**config.mk**
```make
export PLATFORM = sky130hd
export DESIGN_NAME = trivium_stream_feeder
export DESIGN_NICKNAME = d
export VERILOG_FILES = /design/src/rtl/trivium_pkg.sv /design/src/rtl/trivium_feeder_fifo.sv /design/src/rtl/trivium_stream_feeder.sv
export SDC_FILE = /design/constraint.sdc
export NUM_CORES = 1
export LEC_CHECK = 0
export CAP_MARGIN = 20
export CORE_ASPECT_RATIO = 0.8
export CORE_MARGIN = 10
export CORE_UTILIZATION = 46
export DETAILED_ROUTE_END_ITERATION = 8
export GPL_ROUTABILITY_DRIVEN = 0
export GPL_TIMING_DRIVEN = 1
export PLACE_DENSITY_LB_ADDON = 0.3
export SLEW_MARGIN = 10
export SYNTH_ARGS = -nofsm -noshare
export SYNTH_HDL_FRONTEND = slang
export SYNTH_SLANG_ARGS = --single-unit
```
**constraint.sdc**
```tcl
create_clock -name clk -period 2.6 [get_ports clk]
set_clock_uncertainty 0.2 [all_clocks]
set_input_delay 0.26 -clock clk [delete_from_list [all_inputs] [get_ports clk]]
set_output_delay 0.26 -clock clk [all_outputs]
set_load 0.1 [all_outputs]
```
**src/rtl/trivium_pkg.sv**
```systemverilog
// Shared constants and state encoding for the Trivium stream feeder.
`timescale 1ns/1ps
package trivium_pkg;

    localparam logic [7:0] CMD_NORMAL     = 8'h00;
    localparam logic [7:0] CMD_RESET      = 8'hFF;
    localparam int         STEPS_PER_BYTE = 8;

    typedef enum logic [1:0] {
        IDLE  = 2'd0,
        SEED  = 2'd1,
        RUN   = 2'd2,
        FLUSH = 2'd3
    } feeder_state_e;

    // The two seed values that collide with the core's command codes.
    function automatic logic seed_is_weak(input logic [7:0] seed);
        return (seed == CMD_NORMAL) || (seed == CMD_RESET);
    endfunction

endpackage

```
**src/rtl/trivium_feeder_fifo.sv**
```systemverilog
// Small synchronous plaintext FIFO: registered storage, combinational head, power-of-2 depth.
`timescale 1ns/1ps
module trivium_feeder_fifo #(
    parameter int DEPTH = 4,
    parameter int WIDTH = 8
) (
    input  logic             clk,
    input  logic             rst_n,
    input  logic             push,
    input  logic             pop,
    input  logic             clear,
    input  logic [WIDTH-1:0] din,
    output logic             full,
    output logic             empty,
    output logic [WIDTH-1:0] head
);

    localparam int AW = (DEPTH > 1) ? $clog2(DEPTH) : 1;

    logic [WIDTH-1:0] mem [DEPTH];
    logic [AW-1:0]    rd_ptr;
    logic [AW-1:0]    wr_ptr;
    logic [AW:0]      count;
    logic             do_push;
    logic             do_pop;

    assign full    = (count == (AW+1)'(DEPTH));
    assign empty   = (count == '0);
    assign head    = mem[rd_ptr];
    assign do_push = push && !full && !clear;
    assign do_pop  = pop && !empty && !clear;

    // Pointers wrap naturally because DEPTH is a power of two.
    always_ff @(posedge clk or negedge rst_n) begin
        if (!rst_n) begin
            rd_ptr <= '0;
            wr_ptr <= '0;
            count  <= '0;
        end else if (clear) begin
            rd_ptr <= '0;
            wr_ptr <= '0;
            count  <= '0;
        end else begin
            if (do_push) wr_ptr <= wr_ptr + 1'b1;
            if (do_pop)  rd_ptr <= rd_ptr + 1'b1;
            case ({do_push, do_pop})
                2'b10:   count <= count + 1'b1;
                2'b01:   count <= count - 1'b1;
                default: count <= count;
            endcase
        end
    end

    always_ff @(posedge clk) begin
        if (do_push) mem[wr_ptr] <= din;
    end

endmodule

```
**src/rtl/trivium_stream_feeder.sv**
```systemverilog
// Host-side driver for the Trivium core: seeds it, feeds plaintext bytes on its 8-cycle cadence
// and returns ciphertext strobes. Optional FEEDER_AUTOPAD_EN also strobes raw keystream on empty windows.
`timescale 1ns/1ps
module trivium_stream_feeder
    import trivium_pkg::*;
#(
    parameter int FIFO_DEPTH = 4
) (
    input  logic       clk,
    input  logic       rst_n,
    input  logic [7:0] seed_i,
    input  logic       seed_valid_i,
    output logic       seed_ready_o,
    output logic       seed_err_o,
    input  logic [7:0] pt_data_i,
    input  logic       pt_valid_i,
    output logic       pt_ready_o,
    input  logic       flush_i,
    output logic [7:0] ct_data_o,
    output logic       ct_valid_o,
`ifdef FEEDER_AUTOPAD_EN
    output logic       ct_pad_o,
`endif
    output logic [7:0] cip_ui_o,
    output logic [7:0] cip_cmd_o,
    input  logic [7:0] cip_ct_i,
    output logic       busy_o
);

    localparam int STEP_W = $clog2(STEPS_PER_BYTE);
    localparam logic [STEP_W-1:0] STEP_LAST = STEP_W'(STEPS_PER_BYTE - 1);
`ifdef FEEDER_AUTOPAD_EN
    localparam logic AUTOPAD = 1'b1;
`else
    localparam logic AUTOPAD = 1'b0;
`endif

    feeder_state_e     state;
    logic [STEP_W-1:0] step;
    logic              flush_tail;
    logic              pend;
    logic              window_end;
    logic              fifo_push;
    logic              fifo_pop;
    logic              fifo_clear;
    logic              fifo_full;
    logic              fifo_empty;
    logic [7:0]        fifo_head;

    assign window_end   = (state == RUN) && (step == STEP_LAST);
    assign fifo_clear   = flush_i && (state != FLUSH);
    assign fifo_pop     = window_end && !flush_i;
    assign pt_ready_o   = !fifo_full && (state != FLUSH);
    assign fifo_push    = pt_valid_i && pt_ready_o && !fifo_clear;
    assign seed_ready_o = (state == IDLE);
    assign busy_o       = (state != IDLE);
    assign cip_ui_o     = ((state == RUN) && !fifo_empty) ? fifo_head : 8'h00;

    trivium_feeder_fifo #(
        .DEPTH (FIFO_DEPTH),
        .WIDTH (8)
    ) u_fifo (
        .clk   (clk),
        .rst_n (rst_n),
        .push  (fifo_push),
        .pop   (fifo_pop),
        .clear (fifo_clear),
        .din   (pt_data_i),
        .full  (fifo_full),
        .empty (fifo_empty),
        .head  (fifo_head)
    );

    // step tracks the core's bit position; it wraps 7->0 on its own since the cadence is a power of two.
    always_ff @(posedge clk or negedge rst_n) begin
        if (!rst_n) begin
            state      <= IDLE;
            cip_cmd_o  <= CMD_NORMAL;
            step       <= '0;
            flush_tail <= 1'b0;
            pend       <= 1'b0;
            seed_err_o <= 1'b0;
        end else begin
            seed_err_o <= 1'b0;
            pend       <= 1'b0;
            case (state)
                IDLE: begin
                    cip_cmd_o <= CMD_NORMAL;
                    if (seed_valid_i) begin
                        if (seed_is_weak(seed_i)) begin
                            seed_err_o <= 1'b1;
                        end else begin
                            cip_cmd_o <= seed_i;
                            state     <= SEED;
                        end
                    end
                end
                SEED: begin
                    if (flush_i) begin
                        cip_cmd_o  <= CMD_RESET;
                        flush_tail <= 1'b0;
                        state      <= FLUSH;
                    end else begin
                        cip_cmd_o <= CMD_NORMAL;
                        step      <= '0;
                        state     <= RUN;
                    end
                end
                RUN: begin
                    if (flush_i) begin
                        cip_cmd_o  <= CMD_RESET;
                        flush_tail <= 1'b0;
                        state      <= FLUSH;
                    end else begin
                        step <= step + 1'b1;
                        pend <= window_end && (!fifo_empty || AUTOPAD);
                    end
                end
                FLUSH: begin
                    cip_cmd_o <= CMD_NORMAL;
                    if (flush_tail) begin
                        flush_tail <= 1'b0;
                        state      <= IDLE;
                    end else begin
                        flush_tail <= 1'b1;
                    end
                end
                default: state <= IDLE;
            endcase
        end
    end

    // The core publishes the finished byte one cycle after the window closes; capture it then.
    always_ff @(posedge clk or negedge rst_n) begin
        if (!rst_n) begin
            ct_valid_o <= 1'b0;
            ct_data_o  <= 8'h00;
        end else begin
            ct_valid_o <= pend && !flush_i;
            if (pend && !flush_i) ct_data_o <= cip_ct_i;
        end
    end

`ifdef FEEDER_AUTOPAD_EN
    logic window_was_empty;

    always_ff @(posedge clk or negedge rst_n) begin
        if (!rst_n) begin
            window_was_empty <= 1'b0;
            ct_pad_o         <= 1'b0;
        end else begin
            window_was_empty <= window_end && fifo_empty;
            ct_pad_o         <= pend && window_was_empty && !flush_i;
        end
    end
`endif

endmodule

```
**Yosys cells after proc, flatten, opt, wreduce, memory -nomap -nowiden**

Memories as Yosys holds them, arrays and structs flattened.
Cells that the tools add are included.

- Bits of input ports: 29
- RAM bits: 32
- Register bits: 32
- Output and inout port bits: 29
- Word-level logic and storage cells: 95
- Memories: 1

- Muxes and demuxes: 31
- Add/subtract/negate cells: 5
- Reduce and logical (&&, ||, !) cells: 31
- Equal/unequal tests: 16

Memory list:

| name | depth | width | read ports | clocked after memory_dff | wr ports | line | source |
|---|---|---|---|---|---|---|---|
| u_fifo.mem | 4 | 8 | 1 | 0 | 1 | trivium_feeder_fifo.sv:20 | `logic [WIDTH-1:0] mem [DEPTH];` |

Operators with widths:

| cell | number |
|---|---|
| 2-to-1 mux 8 bit | 5 |
| case mux 8 bit (4 select lines) | 1 |
| 2-to-1 mux 2 bit | 8 |
| inequality test 2 bit (second input constant) | 7 |
| logical AND 1 bit | 13 |
| case mux 3 bit (2 select lines) | 2 |
| 2-to-1 mux 1 bit | 10 |
| nonzero test 2 bit | 5 |
| 2-to-1 mux 3 bit | 3 |
| == test 8 bit (second input constant) | 1 |
| logical NOT 8 bit | 1 |
| case mux 2 bit (4 select lines) | 1 |
| adder 3 x 1 -> 3 bit (second input constant) | 2 |
| == test 2 bit (second input constant) | 3 |
| == test 3 bit (second input constant) | 2 |
| adder 2 x 1 -> 2 bit (second input constant) | 2 |
| == test 2 x 1 -> 1 bit (second input constant) | 2 |
| logical NOT 1 bit | 4 |
| AND reduction 4 bit | 1 |
| logical NOT 3 bit | 1 |
| AND reduction 3 bit | 1 |
| nonzero test 3 bit | 1 |
| subtractor 3 x 1 -> 3 bit (second input constant) | 1 |
| logical NOT 2 bit | 1 |
| 5 further kinds | 5 |

**Depth between registers and ports, before layout**

- Depth after elaboration: 10
- Gate-level depth with buffers: 9
- Mapped depth without buffers: 8

**Modules after synthesis**

A second synthesis with hierarchy kept.

- Cells, all modules: 221
- Area, all modules: 2936.6 µm²

By module, submodules not included:

| module | times used | cells each | seq. area each (µm²) | area an instance (µm²) |
|---|---|---|---|---|
| trivium_feeder_fifo | 1 | 107 | 1136.1 | 1726.7 |
| trivium_stream_feeder | 1 | 114 | 625.6 | 1209.9 |

**Worst setup path after synthesis**

No wires, ideal clock.

- Path type: register to register
- Start point: register state[0]
- End point: register state[1]
- Arrival time: 2536 ps
- Stages on the path, launching flop included: 5
- Setup time: 110 ps
- Required time: 2290 ps
- Setup slack: -246 ps
- Cells stage by stage: dfrtp_1 > inv_1 > ha_1 > inv_1 > o311ai_1

- Word-level cells in the longest chain between the ends: 3

RTL lines:

| element | line | source |
|---|---|---|
| start, declared | trivium_stream_feeder.sv:38 | `feeder_state_e state;` |
| start signal, assigned | trivium_stream_feeder.sv:77 | `state <= IDLE;` |
| start signal, assigned | trivium_stream_feeder.sv:94 | `state <= SEED;` |
| start signal, assigned | trivium_stream_feeder.sv:102 | `state <= FLUSH;` |
| logical NOT 2 bit * | n/a |  |
| named net seed_ready_o | trivium_stream_feeder.sv:13 | `output logic seed_ready_o,` |
| inequality test 2 bit (no line) | n/a |  |
| AND reduction 4 bit (no line) | n/a |  |

Mark *: on every way through the listed nets, which the timed path passes. The rest lies on a longest branch.
A chain may end at the register's enable or synchronous reset.

**Worst setup path in the final report**

- Start point: register state[0]
- End point: register u_fifo.count[2]

- Word-level cells in the longest chain between the ends: 9

RTL lines:

| element | line | source |
|---|---|---|
| inequality test 2 bit | trivium_stream_feeder.sv:51, trivium_stream_feeder.sv:53 |  |
| logical AND 1 bit, on equally long branches | trivium_stream_feeder.sv:53, trivium_stream_feeder.sv:51 |  |
| logical AND 1 bit / logical NOT 1 bit (equally long branches) | trivium_stream_feeder.sv:54, trivium_feeder_fifo.sv:30, trivium_feeder_fifo.sv:31 |  |
| logical AND 1 bit | trivium_stream_feeder.sv:54 | `assign fifo_push = pt_valid_i && pt_ready_o && !fifo_clear;` |
| logical AND 1 bit (2 in a row) | trivium_feeder_fifo.sv:30 | `assign do_push = push && !full && !clear;` |
| == test 2 x 1 -> 1 bit / == test 2 bit (equally long branches) | trivium_feeder_fifo.sv:46 | `case ({do_push, do_pop})` |
| case mux 3 bit (2 select lines) | trivium_feeder_fifo.sv:46 |  |
| 2-to-1 mux 3 bit | trivium_feeder_fifo.sv:39 | `end else if (clear) begin` |
| end signal, assigned | trivium_feeder_fifo.sv:47 | `2'b10: count <= count + 1'b1;` |
| end signal, assigned | trivium_feeder_fifo.sv:48 | `2'b01: count <= count - 1'b1;` |
| end signal, assigned | trivium_feeder_fifo.sv:49 | `default: count <= count;` |
| end, declared | trivium_feeder_fifo.sv:23 | `logic [AW:0] count;` |

Several ways; a longest one is shown, not always the timed one.

==> flow_summary.toml <==
[clock_network]
h-tree-depth = 3
cts_root_buf = "clkbuf_8"
hold_buffers = 0
clock-sinks = 64
cts.path.max_buffers = 2
cts.clk_slew.worst_paths_ns = 0.07
numCtsBuffers = 9
cts_tree = "built"
clk_latency_ns = 0.33

[place]
dpl.hpwl_um = 4582
io_buffer_count = 57

[critical_path]
cp.required_ns = 2.66
critPathLaunchType = "register"
cp_max_fo = 4
reg2reg_depth = 7
critPathKind = "register to register"
endpoint_kind = "register"
critPathArrivalTime_ns = 2.46

[timing]
drv_slew = 0
worst_pin_slew_ns = 0.5922
min_period_ns = 2.400
setup_tns_ns = 0
hold_violations = 0
finalSetupViolCount = 0
fmax_mhz = 416.6
period_share_pct = 92.31
relSlewSlack_pct = 60.37
rsz0062_at_grt = "no"

[floorplan]
start_util_pct = 48.42
io_pins = 58
die_h_um = 91.11
row_count = 25
die_x_um = 108.9
core_area_um2 = 6006
die-area_um2 = 9921

[layout]
multi_input_comb_area_um2 = 1084
area_growth_pct = 32.83
nets = 312
drive_gt1_share_pct = 28.52
diodes = 0
seq_area_um2 = 1763
fillers = 448

[pwr]
p_sw_mw = 1.958
internal-power_mw = 2.495
clkPwrFrac_pct = 20.8
power.leakage_nw = 1.598
power_density_nw_per_um2 = 1153
seqPwrFrac_pct = 30.9
ir_drop_mv = 0.8276
total_power_mw = 4.454
power_frac_comb_pct = 48.2
switching_share_pct = 43.97

[routing]
drt-initial-drc-count = 91
met2_length_um = 2904
dr_wl_met3_um = 404
wl_met1_um = 2905
vias_per_cell = 5.327
vias = 1907
highest_layer = "met4"
wl_per_cell_um = 17.57
drt_first_pass_iters = 4
drc = 0
ant_nets = 0
wl_um = 6289

[synth]
synth_nets = 242
synth_ff_type = "edfxtp_1"
syn_inst = 202
ys_seq_elements = 64
syn-cell-area_um2 = 2908
synth.distinct_cells = 48
synth-seq-area-share_pct = 60.59
async_flop_share_pct = 50.00
syn-mean-instance-area_um2 = 14.39
synth-edff-count = 32
yosys_warnings = 0

[job]
cap_violations = 0

[global_route]
grt_pass1_vias = 1919
grt_max_degree = 33
grt_usage_pct = 12.95
grt_overflow = 0
grt_antenna_before_repair = 0
grt_pass1_wl_um = 10030

[hold_path]
worstHoldPathType = "input pin to async pin"

[outcome]
status = "finished clean"
## cell type report
class	count	area share, %
Clock buffer	12	3.758
Clock inverter	4	1.814
Inverter	7	0.6803
Multi-Input combinational cell	123	28.05
Sequential cell	64	45.64
Tap cell	81	2.624
Timing Repair Buffer	67	17.43
## worst max-delay path: stages, from the launching register on
cell	delay (ns)
dfrtp_1	0.41
ha_1	0.23
or3b_4	0.39
a21oi_2	0.13
nor3_1	0.08
fa_1	0.43
a2111o_1	0.39
o211ai_2	0.06
## registers in the layout (all words and copies together) (netlist names)
signal / count
u_fifo.mem: 32
cip_cmd_o: 8
ct_data_o: 8
step: 3
u_fifo.count: 3
state: 2
u_fifo.rd_ptr: 2
u_fifo.wr_ptr: 2
ct_valid_o: 1
flush_tail: 1
pend: 1
seed_err_o: 1
## power by group through the flow
stage | sequential, mW | combinational (mW) | clock (mW)
6_report | 1.38 | 2.15 | 0.928
3_5_place_dp | 1.40 | 2.16 | 0
2_1_floorplan | 1.86 | 1.09 | 0
3_3_place_gp | 1.39 | 2.14 | 0
5_1_grt | 1.41 | 2.28 | 0.992
4_1_cts | 1.38 | 2.17 | 0.947
## what timing repair did
item / 4_1_cts / 5_1_grt
buffers inserted: 0 / 0
endpoints found under the setup margin: 0 / 1
gates resized for setup: 0 / 1
## through the flow
step	setup slack, ns	instances	util, %	hold WS [ns]	cell area (um^2)
after floorplan	0.03182	202	-	-0.2356	2910
after global placement	0.09444	342	60.71	0.2682	3646
after detailed placement	0.05151	342	60.71	0.2783	3646
after CTS	0.06089	358	64.29	0.1130	3861
after global routing	0.1101	358	64.31	0.1372	3862
final	0.1999	358	64.31	0.1160	3862
## placed cells by master (no fill, tap or decap), types with 6 or more instances in the layout
cell type / count
mux4_2: 8
buf_4: 31
ha_1: 9
inv_1: 7
o22a_1: 8
mux2_2: 6
nand2_1: 6
and3_1: 8
buf_12: 8
edfxtp_1: 32
dfrtp_1: 31
clkdlybuf4s50_1: 28
nor2_1: 7
clkbuf_8: 10
nor3b_1: 8
## layer usage
layer	global-route usage, %	vias to the layer above
met5	0	-
met4	3.618	0
met3	5.650	6
met2	18.96	54
met1	16.95	937
li1	-	910
## path summary, 6_finish.rpt
check                      slack [ns]          from               end
min in group clk                 0.29  ct_data_o[6]      ct_data_o[6]
max                              0.20      state[0]   u_fifo.count[2]
min reg2reg                      0.29  ct_data_o[6]      ct_data_o[6]
max in group asynchronous        1.77         rst_n  u_fifo.rd_ptr[0]
min                              0.12         rst_n      cip_cmd_o[7]
max reg2reg                      0.20      state[0]   u_fifo.count[2]
## cell usage after synthesis, types with 4 or more instances
| library cell | n | area (um^2) |
|---|---|---|
| nor2_1 | 7 | 26.28 |
| ha_1 | 10 | 125.1 |
| edfxtp_1 | 32 | 960.9 |
| o22a_1 | 8 | 70.07 |
| nor3b_1 | 8 | 60.06 |
| and2_1 | 4 | 25.02 |
| nand2_1 | 6 | 22.52 |
| nor2b_1 | 4 | 25.02 |
| dfrtp_1 | 32 | 800.8 |
| mux4_2 | 8 | 180.2 |
| mux2_2 | 6 | 67.56 |
| inv_1 | 7 | 26.28 |
| buf_2 | 4 | 20.02 |
| a21oi_1 | 4 | 20.02 |
| and3_1 | 8 | 50.05 |
| mux2i_1 | 4 | 40.04 |
## logic make-up after synthesis
family | share of synthesized area, %
compound gates | 8.391
simple gates | 12.52
buf+inv | 2.238
xor+xnor | 0.6025
mux | 10.67
fa+ha+maj | 4.991
flops | 60.59
Power figures use the tool's default switching activity.
